--- src/rtl/traffic_pkg.sv ---
// traffic_pkg
// Shared definitions for the junction traffic-light controller:
//   - state_t      controller states
//   - RED/YEL/GRN/OFF one-hot {red,yellow,green} light encodings
//   - LONG_T/SHORT_T/YELLOW_T durations loaded into the countdown timer
//   - WDOG_CYCLES  cycles a timed state may wait for expiry before faulting
//   - helper functions mapping a state to its duration and light pattern
package traffic_pkg;

  typedef enum logic [2:0] {
    INIT,
    HG,
    HY,
    FG,
    FY,
    FAULT
  } state_t;

  localparam int DUR_W = 4;

  localparam logic [DUR_W-1:0] LONG_T   = 4'd5;
  localparam logic [DUR_W-1:0] SHORT_T  = 4'd3;
  localparam logic [DUR_W-1:0] YELLOW_T = 4'd1;
  localparam logic [7:0]       WDOG_CYCLES = 8'd64;

  localparam logic [2:0] RED = 3'b100;
  localparam logic [2:0] YEL = 3'b010;
  localparam logic [2:0] GRN = 3'b001;
  localparam logic [2:0] OFF = 3'b000;

  // States that run the timer and so get a start pulse on entry
  function automatic logic isTimed(input state_t s);
    return (s == HG) || (s == HY) || (s == FG) || (s == FY);
  endfunction

  function automatic logic [DUR_W-1:0] stateDuration(input state_t s);
    case (s)
      HG:      return LONG_T;
      HY, FY:  return YELLOW_T;
      FG:      return SHORT_T;
      default: return '0;
    endcase
  endfunction

  function automatic logic [2:0] hwyLights(input state_t s);
    case (s)
      HG:      return GRN;
      HY:      return YEL;
      default: return RED;
    endcase
  endfunction

  function automatic logic [2:0] farmLights(input state_t s);
    case (s)
      FG:      return GRN;
      FY:      return YEL;
      default: return RED;
    endcase
  endfunction

endpackage

--- src/rtl/traffic_light_ctrl_if.sv ---
// traffic_light_ctrl_if
// Handshake between the light controller (initiator) and the countdown timer.
//   start_timer : one-cycle load pulse, controller -> timer
//   value       : duration to load, valid while start_timer=1
//   expired     : timer has run out, timer -> controller
interface traffic_light_ctrl_if;

  logic                          start_timer;
  logic [traffic_pkg::DUR_W-1:0] value;
  logic                          expired;

  modport master (output start_timer, output value, input expired);
  modport slave  (input start_timer, input value, output expired);

endinterface

--- src/rtl/wdog_counter.sv ---
// wdog_counter
// 8-bit watchdog: cleared on request, counts while enabled, and flags the
// cycle on which it is about to reach LIMIT.
//   clk, g_reset : clock, asynchronous active-low reset
//   i_clear      : restart the count from zero
//   i_enable     : count this cycle
//   o_terminal   : count reaches LIMIT on the coming edge
module wdog_counter #(
  parameter logic [7:0] LIMIT = 8'd64
) (
  input  logic clk,
  input  logic g_reset,
  input  logic i_clear,
  input  logic i_enable,
  output logic o_terminal
);

  logic [7:0] r_count;

  // Clear wins over counting so a fresh start always begins at zero
  always_ff @(posedge clk or negedge g_reset) begin
    if (!g_reset) begin
      r_count <= '0;
    end else if (i_clear) begin
      r_count <= '0;
    end else if (i_enable) begin
      r_count <= r_count + 8'd1;
    end
  end

  // Looks one edge ahead so the fault state is entered exactly as the count
  // reaches LIMIT; deliberately independent of i_clear to avoid a comb loop
  assign o_terminal = i_enable && (r_count == LIMIT - 8'd1);

endmodule

--- src/rtl/traffic_light_ctrl.sv ---
// traffic_light_ctrl
// Highway / farm-road light sequencer driving the shared countdown timer.
//   clk, g_reset : clock, asynchronous active-low reset
//   tif          : timer handshake (start_timer, value out; expired in)
//   car          : farm-road vehicle present
//   hwy_light    : one-hot {red,yellow,green} for the highway
//   farm_light   : one-hot {red,yellow,green} for the farm road
//   cycle_count  : completed FY->HG cycles, wraps at 256
//   fault        : watchdog tripped, sticky until reset
module traffic_light_ctrl
  import traffic_pkg::*;
(
  input  logic                        clk,
  input  logic                        g_reset,
  traffic_light_ctrl_if.master        tif,
  input  logic                        car,
  output logic [2:0]                  hwy_light,
  output logic [2:0]                  farm_light,
  output logic [7:0]                  cycle_count,
  output logic                        fault
);

  state_t           r_state;
  logic             r_startTimer;
  logic [DUR_W-1:0] r_value;
  logic [2:0]       r_hwyLight;
  logic [2:0]       r_farmLight;
  logic [7:0]       r_cycleCount;
  logic             r_fault;
  logic             r_done;
  logic [2:0]       r_flash;

  state_t           w_nextState;
  logic             w_nextStart;
  logic [DUR_W-1:0] w_nextValue;
  logic [2:0]       w_nextHwy;
  logic [2:0]       w_nextFarm;
  logic [7:0]       w_nextCount;
  logic             w_nextFault;
  logic             w_nextDone;

  logic w_expired;
  logic w_wdogEnable;
  logic w_wdogTrip;
  logic w_flashOff;

  // An expiry seen during our own start cycle belongs to the previous run
  assign w_expired    = tif.expired && !r_startTimer;
  assign w_wdogEnable = isTimed(r_state) && !r_done;
  // Lights for the next fault cycle go dark when r_flash+1 has bit 2 set
  assign w_flashOff   = (r_flash >= 3'd3) && (r_flash != 3'd7);

  wdog_counter #(.LIMIT(WDOG_CYCLES)) u_wdog (
    .clk        (clk),
    .g_reset    (g_reset),
    .i_clear    (w_nextStart),
    .i_enable   (w_wdogEnable),
    .o_terminal (w_wdogTrip)
  );

  // Next-state and next-output logic; every output is registered below
  always_comb begin
    w_nextState = r_state;
    w_nextStart = 1'b0;
    w_nextValue = r_value;
    w_nextHwy   = r_hwyLight;
    w_nextFarm  = r_farmLight;
    w_nextCount = r_cycleCount;
    w_nextFault = r_fault;
    w_nextDone  = r_done;

    case (r_state)
      INIT: w_nextState = HG;
      HG: begin
        if (w_expired) w_nextDone = 1'b1;
        if ((r_done || w_expired) && car) w_nextState = HY;
      end
      HY:    if (w_expired) w_nextState = FG;
      FG:    if (w_expired || !car) w_nextState = FY;
      FY:    if (w_expired) w_nextState = HG;
      FAULT: w_nextState = FAULT;
      default: w_nextState = INIT;
    endcase

    if (w_wdogTrip) w_nextState = FAULT;

    if (r_state == FY && w_nextState == HG) w_nextCount = r_cycleCount + 8'd1;

    // Entering a state: set its lights, and for timed states load the timer
    if (w_nextState != r_state) begin
      w_nextHwy  = hwyLights(w_nextState);
      w_nextFarm = farmLights(w_nextState);
      if (isTimed(w_nextState)) begin
        w_nextStart = 1'b1;
        w_nextValue = stateDuration(w_nextState);
        w_nextDone  = 1'b0;
      end
    end

    // Fault: first cycle yellow, then 4 yellow / 4 dark from the flash counter
    if (w_nextState == FAULT) begin
      w_nextFault = 1'b1;
      if (r_state != FAULT) begin
        w_nextHwy  = YEL;
        w_nextFarm = YEL;
      end else begin
        w_nextHwy  = w_flashOff ? OFF : YEL;
        w_nextFarm = w_flashOff ? OFF : YEL;
      end
    end
  end

  // State and output registers
  always_ff @(posedge clk or negedge g_reset) begin
    if (!g_reset) begin
      r_state      <= INIT;
      r_startTimer <= 1'b0;
      r_value      <= '0;
      r_hwyLight   <= RED;
      r_farmLight  <= RED;
      r_cycleCount <= '0;
      r_fault      <= 1'b0;
      r_done       <= 1'b0;
    end else begin
      r_state      <= w_nextState;
      r_startTimer <= w_nextStart;
      r_value      <= w_nextValue;
      r_hwyLight   <= w_nextHwy;
      r_farmLight  <= w_nextFarm;
      r_cycleCount <= w_nextCount;
      r_fault      <= w_nextFault;
      r_done       <= w_nextDone;
    end
  end

  // Flash phase counter, held at zero outside FAULT so the pattern starts
  // with a full yellow phase
  always_ff @(posedge clk or negedge g_reset) begin
    if (!g_reset) begin
      r_flash <= '0;
    end else if (r_state != FAULT) begin
      r_flash <= '0;
    end else begin
      r_flash <= r_flash + 3'd1;
    end
  end

  assign tif.start_timer = r_startTimer;
  assign tif.value       = r_value;
  assign hwy_light       = r_hwyLight;
  assign farm_light      = r_farmLight;
  assign cycle_count     = r_cycleCount;
  assign fault           = r_fault;

endmodule

--- src/flat_wrapper.sv ---
// flat-port wrapper written by rule: the top's interface ports become plain ports
module traffic_light_ctrl_flat import traffic_pkg::*;
  (clk, g_reset, car, hwy_light, farm_light, cycle_count, fault, tif_start_timer, tif_value, tif_expired);
  traffic_light_ctrl_if tif_i ();
  input  logic clk;
  input  logic g_reset;
  input  logic car;
  output logic [2:0] hwy_light;
  output logic [2:0] farm_light;
  output logic [7:0] cycle_count;
  output logic fault;
  output wire logic [$bits(tif_i.start_timer)-1:0] tif_start_timer;
  output wire logic [$bits(tif_i.value)-1:0] tif_value;
  input wire logic [$bits(tif_i.expired)-1:0] tif_expired;
  assign tif_start_timer = tif_i.start_timer;
  assign tif_value = tif_i.value;
  assign tif_i.expired = tif_expired;
  traffic_light_ctrl u_core (.clk(clk), .g_reset(g_reset), .tif(tif_i), .car(car), .hwy_light(hwy_light), .farm_light(farm_light), .cycle_count(cycle_count), .fault(fault));
endmodule
--- config.mk ---
export PLATFORM = sky130hd
export DESIGN_NAME = traffic_light_ctrl_flat
export DESIGN_NICKNAME = d
export VERILOG_FILES = /design/src/rtl/traffic_pkg.sv /design/src/rtl/traffic_light_ctrl_if.sv /design/src/rtl/wdog_counter.sv /design/src/rtl/traffic_light_ctrl.sv /design/src/flat_wrapper.sv
export SDC_FILE = /design/constraint.sdc
export NUM_CORES = 1
export LEC_CHECK = 0
export BUFFER_PORTS_ARGS = -buffer_cell sky130_fd_sc_hd__buf_2
export CORE_UTILIZATION = 56
export DETAILED_ROUTE_END_ITERATION = 8
export GPL_ROUTABILITY_DRIVEN = 1
export PLACE_DENSITY = 0.78
export SYNTH_ARGS = -nofsm -noshare
export SYNTH_HDL_FRONTEND = slang
export SYNTH_HIERARCHICAL = 1
export SYNTH_SLANG_ARGS = --single-unit
--- constraint.sdc ---
create_clock -name clk -period 3.4 [get_ports clk]
set_input_delay 0.68 -clock clk [delete_from_list [all_inputs] [get_ports clk]]
set_output_delay 0.68 -clock clk [all_outputs]
set_load 0.05 [all_outputs]
Yosys cells after proc, flatten, opt, wreduce, memory -nomap -nowiden
Index checks and enable logic that the tools add are counted.
{"block": "totals", "register_bits": 35, "out_inout_bits": 20}
{"block": "classes", "add_sub_neg": 3, "magnitude_cmp": 1, "eq_ne": 14, "mux": 24, "reduce_logical": 22}
{"op": "2-to-1 mux 3 bit", "n": 11}
{"op": "case mux 3 bit (6 select lines)", "n": 1}
{"op": "adder 8 x 1 -> 8 bit, second input constant", "n": 2}
{"op": "2-to-1 mux 8 bit", "n": 2}
{"op": "== test 3 x 2 -> 1 bit, second input constant", "n": 4}
{"op": "== test 3 bit, second input constant", "n": 4}
{"op": "case mux 3 bit (2 select lines)", "n": 2}
{"op": "case mux 3 bit (3 select lines)", "n": 1}
{"op": "== test 8 x 6 -> 1 bit, second input constant", "n": 1}
{"op": "logical OR 1 bit", "n": 8}
{"op": "== test 3 x 1 -> 1 bit, second input constant", "n": 2}
{"op": "logical AND 1 bit", "n": 6}
{"op": "2-to-1 mux 1 bit", "n": 6}
{"op": "inequality test 3 bit, second input constant", "n": 2}
{"op": "nonzero test 2 bit", "n": 2}
{"op": "adder 3 x 1 -> 3 bit, second input constant", "n": 1}
{"op": ">= comparator 3 x 2 -> 1 bit, second input constant", "n": 1}
{"op": "zero test 1 bit", "n": 3}
{"op": "zero test 3 bit", "n": 1}
{"op": "inequality test 3 bit", "n": 1}
{"op": "2-to-1 mux 2 bit", "n": 1}
{"op": "AND reduction 2 bit", "n": 1}
{"op": "OR reduction 2 bit", "n": 1}

Longest topological paths before layout
Gate-level depths: netlist (run 1).
{"block": "logic_depth", "depth_word": 14, "ltp_mapped": 15, "ltp_nobuf": 12}

By module
Netlist (run 1), hierarchy kept.
{"mod": "traffic_light_ctrl", "instances": 1, "cells_each": 133, "area_each_um2": 1377.6, "seq_area_each_um2": 653.1}
{"mod": "wdog_counter", "instances": 1, "cells_each": 38, "area_each_um2": 386.6, "seq_area_each_um2": 200.2}

Least setup slack after synthesis (run 1)
Ideal clock, no wire load.
{"block": "synth_timing", "path_kind": "reg2reg", "startpoint": "register u_core.r_state[1]", "endpoint": "register u_core.u_wdog.r_count[7]", "setup_time_ns": 0.077, "arrival_ns": 2.909, "slack_ns": 0.414, "stages_incl_launch_ff": 16, "synth_period_minus_slack_ns": 2.986, "cell_sequence": "dfrtp_1 buf_6 o21a_1 nor3_1 buf_2 nand3_1 nor4_1 buf_4 a22oi_1 o2111ai_4 nand2_1 inv_1 buf_2 o2111ai_2 or3_1 a21oi_1"}
{"block": "synth_between", "elab_chain_len": 14, "elab_cells_between_ends": 29, "cone_classes": "eq/ne: 10; mux: 9; reduce/logical: 10"}
{"item": "from (decl)", "line": "traffic_light_ctrl.sv:23", "text": "state_t r_state;"}
{"item": "from (signal assigned)", "line": "traffic_light_ctrl.sv:125", "text": "r_state <= w_nextState;"}
{"item": "== test 3 x 1 -> 1 bit or == test 3 x 2 -> 1 bit (tied branches)", "line": "traffic_pkg.sv:33", "text": "return (s == HG) || (s == HY) || (s == FG) || (s == FY);"}
{"item": "logical OR 1 bit (2 in series)", "line": "traffic_pkg.sv:33"}
{"item": "logical OR 1 bit (*)", "line": "traffic_pkg.sv:33"}
{"item": "logical AND 1 bit (*)", "line": "traffic_light_ctrl.sv:49", "text": "assign w_wdogEnable = isTimed(r_state) && !r_done;"}
{"item": "via u_core.w_wdogEnable", "line": "traffic_light_ctrl.sv:43", "text": "logic w_wdogEnable;"}
{"item": "logical AND 1 bit (*)", "line": "wdog_counter.sv:33", "text": "assign o_terminal = i_enable && (r_count == LIMIT - 8'd1);"}
{"item": "via u_core.w_wdogTrip", "line": "traffic_light_ctrl.sv:44", "text": "logic w_wdogTrip;"}
{"item": "2-to-1 mux 3 bit (*)", "line": "traffic_light_ctrl.sv:85", "text": "if (w_wdogTrip) w_nextState = FAULT;"}
{"item": "== test 3 x 1 -> 1 bit or == test 3 x 2 -> 1 bit (tied branches)", "line": "traffic_pkg.sv:33"}
{"item": "logical OR 1 bit (3 in series)", "line": "traffic_pkg.sv:33"}
{"item": "2-to-1 mux 1 bit", "line": "traffic_light_ctrl.sv:93", "text": "if (isTimed(w_nextState)) begin"}
{"item": "2-to-1 mux 1 bit (*)", "line": "traffic_light_ctrl.sv:90", "text": "if (w_nextState != r_state) begin"}
{"item": "via u_core.w_nextStart", "line": "traffic_light_ctrl.sv:34", "text": "logic w_nextStart;"}
{"item": "2-to-1 mux 8 bit or nonzero test 2 bit (tied branches)"}
{"item": "to (signal assigned)", "line": "wdog_counter.sv:27", "text": "r_count <= r_count + 8'd1;"}
{"item": "to (decl)", "line": "wdog_counter.sv:18", "text": "logic [7:0] r_count;"}
The timed path passes the listed nets; every way through them passes the cells marked *.
A chain may end at the register's enable or synchronous reset.

Worst setup path after layout (run 1)
{"block": "layout_timing", "startpoint": "register u_core.r_state[0]", "endpoint": "register u_core.u_wdog.r_count[7]"}
Same word-level chain as after synthesis.

==> results of run 1 <==
[cells by family after synthesis]
| group | after synthesis | synth area share |
|---|---|---|
| buffers and inverters | 10 | 0.0376 |
| adders and majority gates | 4 | 0.0277 |
| xor gates and xnor gates | 12 | 0.0596 |
| DFF | 34 | 0.484 |
| and+or+nand+nor | 69 | 0.209 |
| AOI/OAI and AO/OA | 39 | 0.169 |
| other | 1 | 0.00213 |
| muxes | 2 | 0.0121 |
[layout make-up]
cell class	instances	area [um2]	share of cell area
sequential	34	853	0.431
clock inverter	1	5.00	0.00253
inverter	3	11.3	0.00569
clock buffer	7	55.1	0.0278
tap	44	55.1	0.0278
multi-input combinational	127	851	0.430
timing repair buffer	27	148	0.0746
[through the flow]
| step | utilization | instance area [um2] | cells |
|---|---|---|---|
| 3_3_place_gp | 0.631 | 1910 | 235 |
| 6_report | 0.653 | 1980 | 243 |
| 2_1_floorplan | - | 1760 | 171 |
| 4_1_cts | 0.651 | 1970 | 243 |
| 5_1_grt | 0.653 | 1980 | 243 |
| 3_5_place_dp | 0.631 | 1910 | 235 |
[per-layer routing]
metal,vias up,wire length (um),share of wire
li1,655,-,-
met4,0,95,0.027
met1,681,1560,0.45
met5,-,0,0
met2,30,1740,0.50
met3,10,100,0.029
[sequential cells by signal, indices dropped and copies added (netlist names)]
name                    count
u_core/tif.value            3
u_core/r_done               1
u_core/cycle_count          8
u_core/u_wdog/r_count       8
u_core/tif.start_timer      1
u_core/fault                1
u_core/r_flash              3
u_core/hwy_light            3
u_core/farm_light           3
u_core/r_state              3
[placed cells by master, fill, tap and decap left out, types with 2 or more instances in the layout]
cell      count
a21o_1        3
clkbuf_4      5
nand2_1      20
nand2b_1      7
a21oi_1      10
or3_1         4
a211o_1       2
nor4_2        2
nor3_1        4
inv_1         3
or2_2         2
nand4_1       3
nor2_1       14
a21o_2        2
o21ai_0       5
buf_2        22
o21a_1        3
o211ai_1      2
xor2_1        6
buf_4         5
xnor2_1       6
dfrtp_1      32
and2b_2       2
ha_1          3
dfstp_2       2
nand3_1       5
a211oi_1      2
[synth_stat cells, drive strengths merged]
library cell and count:
conb 1, nor3 4, a211o 2, nand3b 1, xor2 6, ha 3, a21o 5, o21ai 7
o21a 3, and3 1, buf 6, or3 4, o211ai 2, nor4 2, maj3 1, dfrtp 32
clkbuf 1, nand2 20, a21oi 11, inv 3, nand3 5, o2111ai 3, nor2 14, nor4b 1
and2b 2, or4b 1, a211oi 3, a22oi 1, or2 3, o22ai 1, a31oi 1, mux2 1
dfstp 2, nand2b 8, mux2i 1, xnor2 6, nand4 3
[how the worst max path moves through the flow]
stage / from / end / depth (start not counted)
after floorplan: u_core/r_state[1]$_DFF_PN0_ / u_core/u_wdog/r_count[7]$_DFFE_PN0P_ / 15
after global placement: u_core/r_state[0]$_DFF_PN0_ / u_core/u_wdog/r_count[7]$_DFFE_PN0P_ / 12
after detailed placement: u_core/r_state[0]$_DFF_PN0_ / u_core/u_wdog/r_count[7]$_DFFE_PN0P_ / 12
after CTS: u_core/r_state[0]$_DFF_PN0_ / u_core/u_wdog/r_count[5]$_DFFE_PN0P_ / 12
after global routing: u_core/r_state[0]$_DFF_PN0_ / u_core/u_wdog/r_count[7]$_DFFE_PN0P_ / 12
final: u_core/r_state[0]$_DFF_PN0_ / u_core/u_wdog/r_count[7]$_DFFE_PN0P_ / 12
[power by group through the flow]
stage / registers (mW) / clock network (mW) / logic [mW]
6_report: 0.601 / 0.233 / 0.927
5_1_grt: 0.611 / 0.260 / 1.00
4_1_cts: 0.601 / 0.241 / 0.927
3_5_place_dp: 0.608 / 0 / 0.922
3_3_place_gp: 0.599 / 0 / 0.907
2_1_floorplan: 0.805 / 0 / 0.534
[critical path, stage by stage (launching register included)]
cell and delay, ns:
dfrtp_1 0.41, o21a_1 0.22, nor3_1 0.24, nand3_1 0.20, nor4_2 0.32, or2_1 0.18, a22oi_1 0.10, o2111ai_4 0.17
nand2_1 0.16, inv_1 0.29, o2111ai_2 0.22, or3_1 0.39, a21oi_1 0.14
[what timing repair did]
| item | 4_1_cts | 5_1_grt |
|---|---|---|
| endpoints found under the hold margin | 0 | 0 |
| resized for setup | 0 | 1 |
| setup endpoints to repair | 0 | 3 |
| hold buffers | 0 | 0 |
==> summary.md, run 1 <==
| Metric | Value |
|---|---|
| Row count | `20` |
| P_sw | `0.838 mW` |
| Clock Power Share | `0.132` |
| H-tree depth | `2` |
| Worst EP required | `3.67 ns` |
| Die Height | `58.1 um` |
| Fmax | `0.322 GHz` |
| Iter 0 DRT Violations | `47` |
| Initial Utilization | `0.583` |
| Global-route wire length before repair | `5820 um` |
| Ranking of synthesized cells by area | `dfrtp_1, nand2_1, dfstp_2` |
| Reg2Reg Launch Point | `u_core/r_state[0]$_DFF_PN0_` |
| Critical Path Start Type | `flop` |
| Fillers | `261` |
| GRT overflow | `0` |
| Yosys warning total | `6` |
| Clock sinks | `34` |
| CTS Buffer Depth | `2` |
| Slew at the pin with the worst max-slew slack | `0.738 ns` |
| Worst Setup Path Type | `reg2reg` |
| Die area | `0.00338 mm2` |
| Worst setup margin | `0.294 ns` |
| Worst r2r dst | `u_core/u_wdog/r_count[7]$_DFFE_PN0P_` |
| Vias in the first global route | `1,328` |
| Worst skew pair latency | `0.35 ns` |
| Worst ir drop on vdd | `0.511 mV` |
| P_leak | `0.940 nW` |
| Max transition margin | `0.508` |
| Final setup violation count | `0` |
| CTS Buf Count | `5` |
| R2R setup slack | `0.29 ns` |
| Outcome | `completed` |
| Arr. time, crit path | `3.38 ns` |
| Drt drc | `0` |
| IO Count | `24` |
| WHS | `0.388 ns` |
| Sequential share of the synthesized area | `0.484` |
| Share of cells above drive strength 1 | `0.266` |
| Combinational Power Share | `0.527` |
| Initial antenna violation count | `0` |
| Met2 usage | `0.374` |
| Total power | `1.76 mW` |
| DR vias/cell | `5.66` |
| Core ar. | `0.00303 mm2` |
| Max-Cap Viols | `0` |
| CP Max Fanout | `11` |
| CTS tree | `yes` |
| Final period utilization | `0.914` |
| Wire per inst | `14.4 um` |
| Syn Inst Count | `171` |
| Routing usage on met1 | `0.287` |
| Internal power | `0.922 mW` |
| Reg clk slew, reported paths | `0.09 ns` |
| Synth cell types | `49` |
| Total global-route track usage | `0.236` |
| Hpwl dp | `2460 um` |
| Leading area contributor after synthesis | `dfrtp_1` |
| Setup TNS | `0 ns` |
| CTS root buffer | `clkbuf_4` |
| Syn nets | `178` |
| Via Count | `1,376` |
| Crit. End Element | `flop` |
| Count of pins over their slew limit | `0` |
| HP Class | `in2async` |
| Post-synth top area share | `0.454` |
| R2R depth | `12` |
| Pre-CTS setup slack | `0.189 ns` |
| Final #Nets | `205` |
| Synth-to-Final Area Change | `12.1%` |
| Ant. Diodes | `0` |
| Final Skew | `0.00916 ns` |
| Crit path time final | `3.11 ns` |
| Postcts setup bufs | `0` |
| Unrepaired setup endpoints after global routing | `no` |
| Total wire length | `3500 um` |
| Busiest layer in global routing | `met2` |
| ANT nets after route | `0` |
| Port-buffer cells | `22` |
| Sequential Power Share | `0.341` |
| Flops & latches, synth | `34` |
| Die Wd | `58.1 um` |
| Power per cell area | `890 mW/mm2` |
| Gpl congestion | `0.799` |
| Sw Ratio | `0.476` |
| Post-Syn Area | `0.00176 mm2` |
| Synthesized area per cell | `10.3 um2` |
| Drt first pass iters | `4` |
| Met3 usage | `0.0558` |
| Pin count of the biggest net entering global routing | `35` |
| Hold Violations, Final | `0` |
Power figures use the tool's default switching activity.
==> run 2: changes to the inputs <==
--- a/config.mk
+++ b/config.mk
@@ -6,10 +6,12 @@
 export NUM_CORES = 1
 export LEC_CHECK = 0
 export BUFFER_PORTS_ARGS = -buffer_cell sky130_fd_sc_hd__buf_2
-export CORE_UTILIZATION = 56
+export CELL_PAD_IN_SITES_DETAIL_PLACEMENT = 0
+export CELL_PAD_IN_SITES_GLOBAL_PLACEMENT = 1
+export CORE_UTILIZATION = 44
 export DETAILED_ROUTE_END_ITERATION = 8
 export GPL_ROUTABILITY_DRIVEN = 1
-export PLACE_DENSITY = 0.78
+export PLACE_DENSITY_LB_ADDON = 0.1
 export SYNTH_ARGS = -nofsm -noshare
 export SYNTH_HDL_FRONTEND = slang
 export SYNTH_HIERARCHICAL = 1
==> summary.md, run 2 (same netlist as run 1, synthesis figures left out) <==
| Metric | Value |
|---|---|
| R2R setup slack | `0.32 ns (+0.03 ns)` |
| Commonest non-fill, non-tap cell in the layout | `dfrtp_1` |
| Hpwl dp | `2510 um (+2.0%)` |
| Final setup violation count | `0 (unchanged)` |
| Design area | `0.00199 mm2 (+0.70%)` |
| Hold_buf cts | `0 (unchanged)` |
| CTS tree | `yes` |
| Outcome | `completed` |
| Ant. Diodes | `0 (unchanged)` |
| Drt drc | `0 (unchanged)` |
| WHS Path Cells | `2` |
| Fmax | `0.325 GHz (+0.94%)` |
| Total power | `1.82 mW (+3.4%)` |
| Fin cells | `245 (+0.82%)` |
| Row count | `22 (+10%)` |
| Final Skew | `0.00340 ns (-0.00576 ns)` |
| Total wire length | `3490 um (-0.20%)` |
| DR vias/cell | `5.33 (-5.9%)` |
| Final period utilization | `0.905 (-0.00847)` |
| Hold Violations, Final | `0 (unchanged)` |
| CTS Buf Count | `5 (unchanged)` |
| H-tree depth | `2 (unchanged)` |
| Worst ir drop on vdd | `0.501 mV (-2.0%)` |
| Reg clk slew, reported paths | `0.06 ns (-0.03 ns)` |
| Power per cell area | `914 mW/mm2 (+2.7%)` |
| Vias in the first global route | `1,323 (-0.38%)` |
| Synth-to-Final Area Change | `12.9%` |
| CP most frequent cell | `nor3_1` |
| IO Count | `24 (unchanged)` |
| Postcts setup bufs | `0 (unchanged)` |
| Count of pins over their slew limit | `0 (unchanged)` |
| Crit path max-delay cell type | `dfrtp_1` |
| Via Count | `1,305 (-5.2%)` |
| Max transition margin | `0.496 (-0.0120)` |
| Port-buffer cells | `22 (unchanged)` |
| Share of cells above drive strength 1 | `0.249 (-0.0176)` |
| Initial antenna violation count | `0 (unchanged)` |
| Critical path's top delay family | `simple AND/OR/NAND/NOR gates` |
| Critical Path Start Type | `flop` |
| Die Height | `65.3 um (+12%)` |
| P_leak | `0.940 nW (about the same)` |
| R2R depth | `13 (+1)` |
| Post-place instance area | `0.00190 mm2 (-0.52%)` |
| CP max stage delay | `0.64 ns (+0.23 ns)` |
| CTS Buffer Depth | `2 (unchanged)` |
| Wire per inst | `14.2 um (-1.0%)` |
| Arr. time, crit path | `3.28 ns (-0.10 ns)` |
| Max-Cap Viols | `0 (unchanged)` |
| Clock sinks | `34 (unchanged)` |
| Iter 0 DRT Violations | `81 (+72%)` |
| CP Buf/Inv Count | `2 (+1)` |
| Slew at the pin with the worst max-slew slack | `0.757 ns (+0.0180 ns)` |
| Setup TNS | `0 ns (unchanged)` |
| Crit path time final | `3.08 ns (-0.0288 ns)` |
| CTS root buffer | `clkbuf_8` |
| Die area | `0.00427 mm2 (+26%)` |
| Critical path depth in cells | `13 (+1)` |
| Final #Nets | `203 (-0.98%)` |
| CP Max Fanout | `16 (+5)` |
| Global-route wire length before repair | `6030 um (+3.7%)` |
| Post-CTS sizing | `0 (unchanged)` |
| Worst EP required | `3.60 ns (-0.07 ns)` |
| Total global-route track usage | `0.190 (-0.0457)` |
| Most frequent cells in the layout | `dfrtp_1, buf_2, nand2_1, nor2_1, a21oi_1` |
| Inst Count DP | `237 (+0.85%)` |
| Worst Setup Path Type | `reg2reg` |
| Unrepaired setup endpoints after global routing | `no` |
| Crit. End Element | `flop` |
| Drt first pass iters | `4 (unchanged)` |
| ANT nets after route | `0 (unchanged)` |
| Gpl congestion | `0.839 (+5.1%)` |
| GRT overflow | `0 (unchanged)` |
| Die Wd | `65.3 um (+12%)` |
| CP cell instances | `nor3_1 -> nor3_1 -> nand3_1 -> nor4_1 -> buf_4 -> or2_1 -> a22oi_1 -> o2111ai_4 -> nand2_1 -> inv_1 -> o2111ai_2 -> or3_1 -> a21oi_1` |
| Initial Utilization | `0.471 (-0.111)` |
| Worst skew pair latency | `0.28 ns (-0.07 ns)` |
| Fillers | `357 (+37%)` |
| Core ar. | `0.00374 mm2 (+24%)` |
| Pin count of the biggest net entering global routing | `35 (unchanged)` |
| HP Class | `reg2reg` |
==> run 2: cell types whose count changed in the layout (fill, tap and decap cells not counted) <==
cell      before  now
nor4_2         2    1
clkbuf_4       5    0
clkbuf_8       1    6
nor4_1         0    1
clkbuf_1       1    2
buf_4          5    3
clkinv_2       1    0
==> run 2: routing by layer <==
layer | global-route usage | up-vias | wire (um)
li1 | - | 646 | -
met1 | 0.232 | 630 | 1570
met2 | 0.308 | 22 | 1720
met3 | 0.0590 | 7 | 145
met4 | 0.0815 | 0 | 57
met5 | 0 | - | 0
==> run 2: worst reg2reg max path: stages (launching register included) <==
cell and delay, ns:
dfrtp_1 0.64, nor3_1 0.12, nor3_1 0.27, nand3_1 0.15, nor4_1 0.20, buf_4 0.23
or2_1 0.14, a22oi_1 0.10, o2111ai_4 0.17, nand2_1 0.17, inv_1 0.11, o2111ai_2 0.18
or3_1 0.38, a21oi_1 0.15
==> run 2: through the flow <==
| step | setup slack [ns] | hold WS, ns | utilization |
|---|---|---|---|
| 6_report | 0.323 | 0.459 | 0.532 |
| 5_1_grt | 0.000477 | 0.484 | 0.532 |
| 4_1_cts | 0.346 | 0.463 | 0.532 |
| 3_5_place_dp | 0.362 | 0.454 | 0.508 |
| 3_3_place_gp | 0.507 | 0.446 | 0.508 |
| 2_1_floorplan | 0.414 | 0.384 | - |
==> run 2: report_power, final <==
part	internal (mW)	leakage [nW]	switching, mW	total, mW
clock network	0.165	0.0455	0.132	0.297
logic	0.300	0.458	0.588	0.888
registers	0.517	0.437	0.118	0.636
total	0.983	0.940	0.838	1.82
==> run 2: worst paths after layout <==
kind                                                 start                              endpoint
max                            u_core/r_state[2]$_DFF_PN0_  u_core/u_wdog/r_count[7]$_DFFE_PN0P_
min                        u_core/hwy_light[2]$_DFFE_PN1P_       u_core/hwy_light[2]$_DFFE_PN1P_
max reg2reg                    u_core/r_state[2]$_DFF_PN0_  u_core/u_wdog/r_count[7]$_DFFE_PN0P_
min reg2reg                u_core/hwy_light[2]$_DFFE_PN1P_       u_core/hwy_light[2]$_DFFE_PN1P_
max in group asynchronous                          g_reset     u_core/cycle_count[0]$_DFFE_PN0P_
min in group asynchronous                          g_reset               u_core/r_done$_DFF_PN0_
==> run 2: layout make-up <==
class	count	area (um2)	area share
Clock buffer	8	90.1	0.0452
Inverter	3	11.3	0.00565
Multi-Input combinational cell	127	845	0.424
Sequential cell	34	853	0.428
Tap cell	48	60.1	0.0302
Timing Repair Buffer	25	133	0.0666
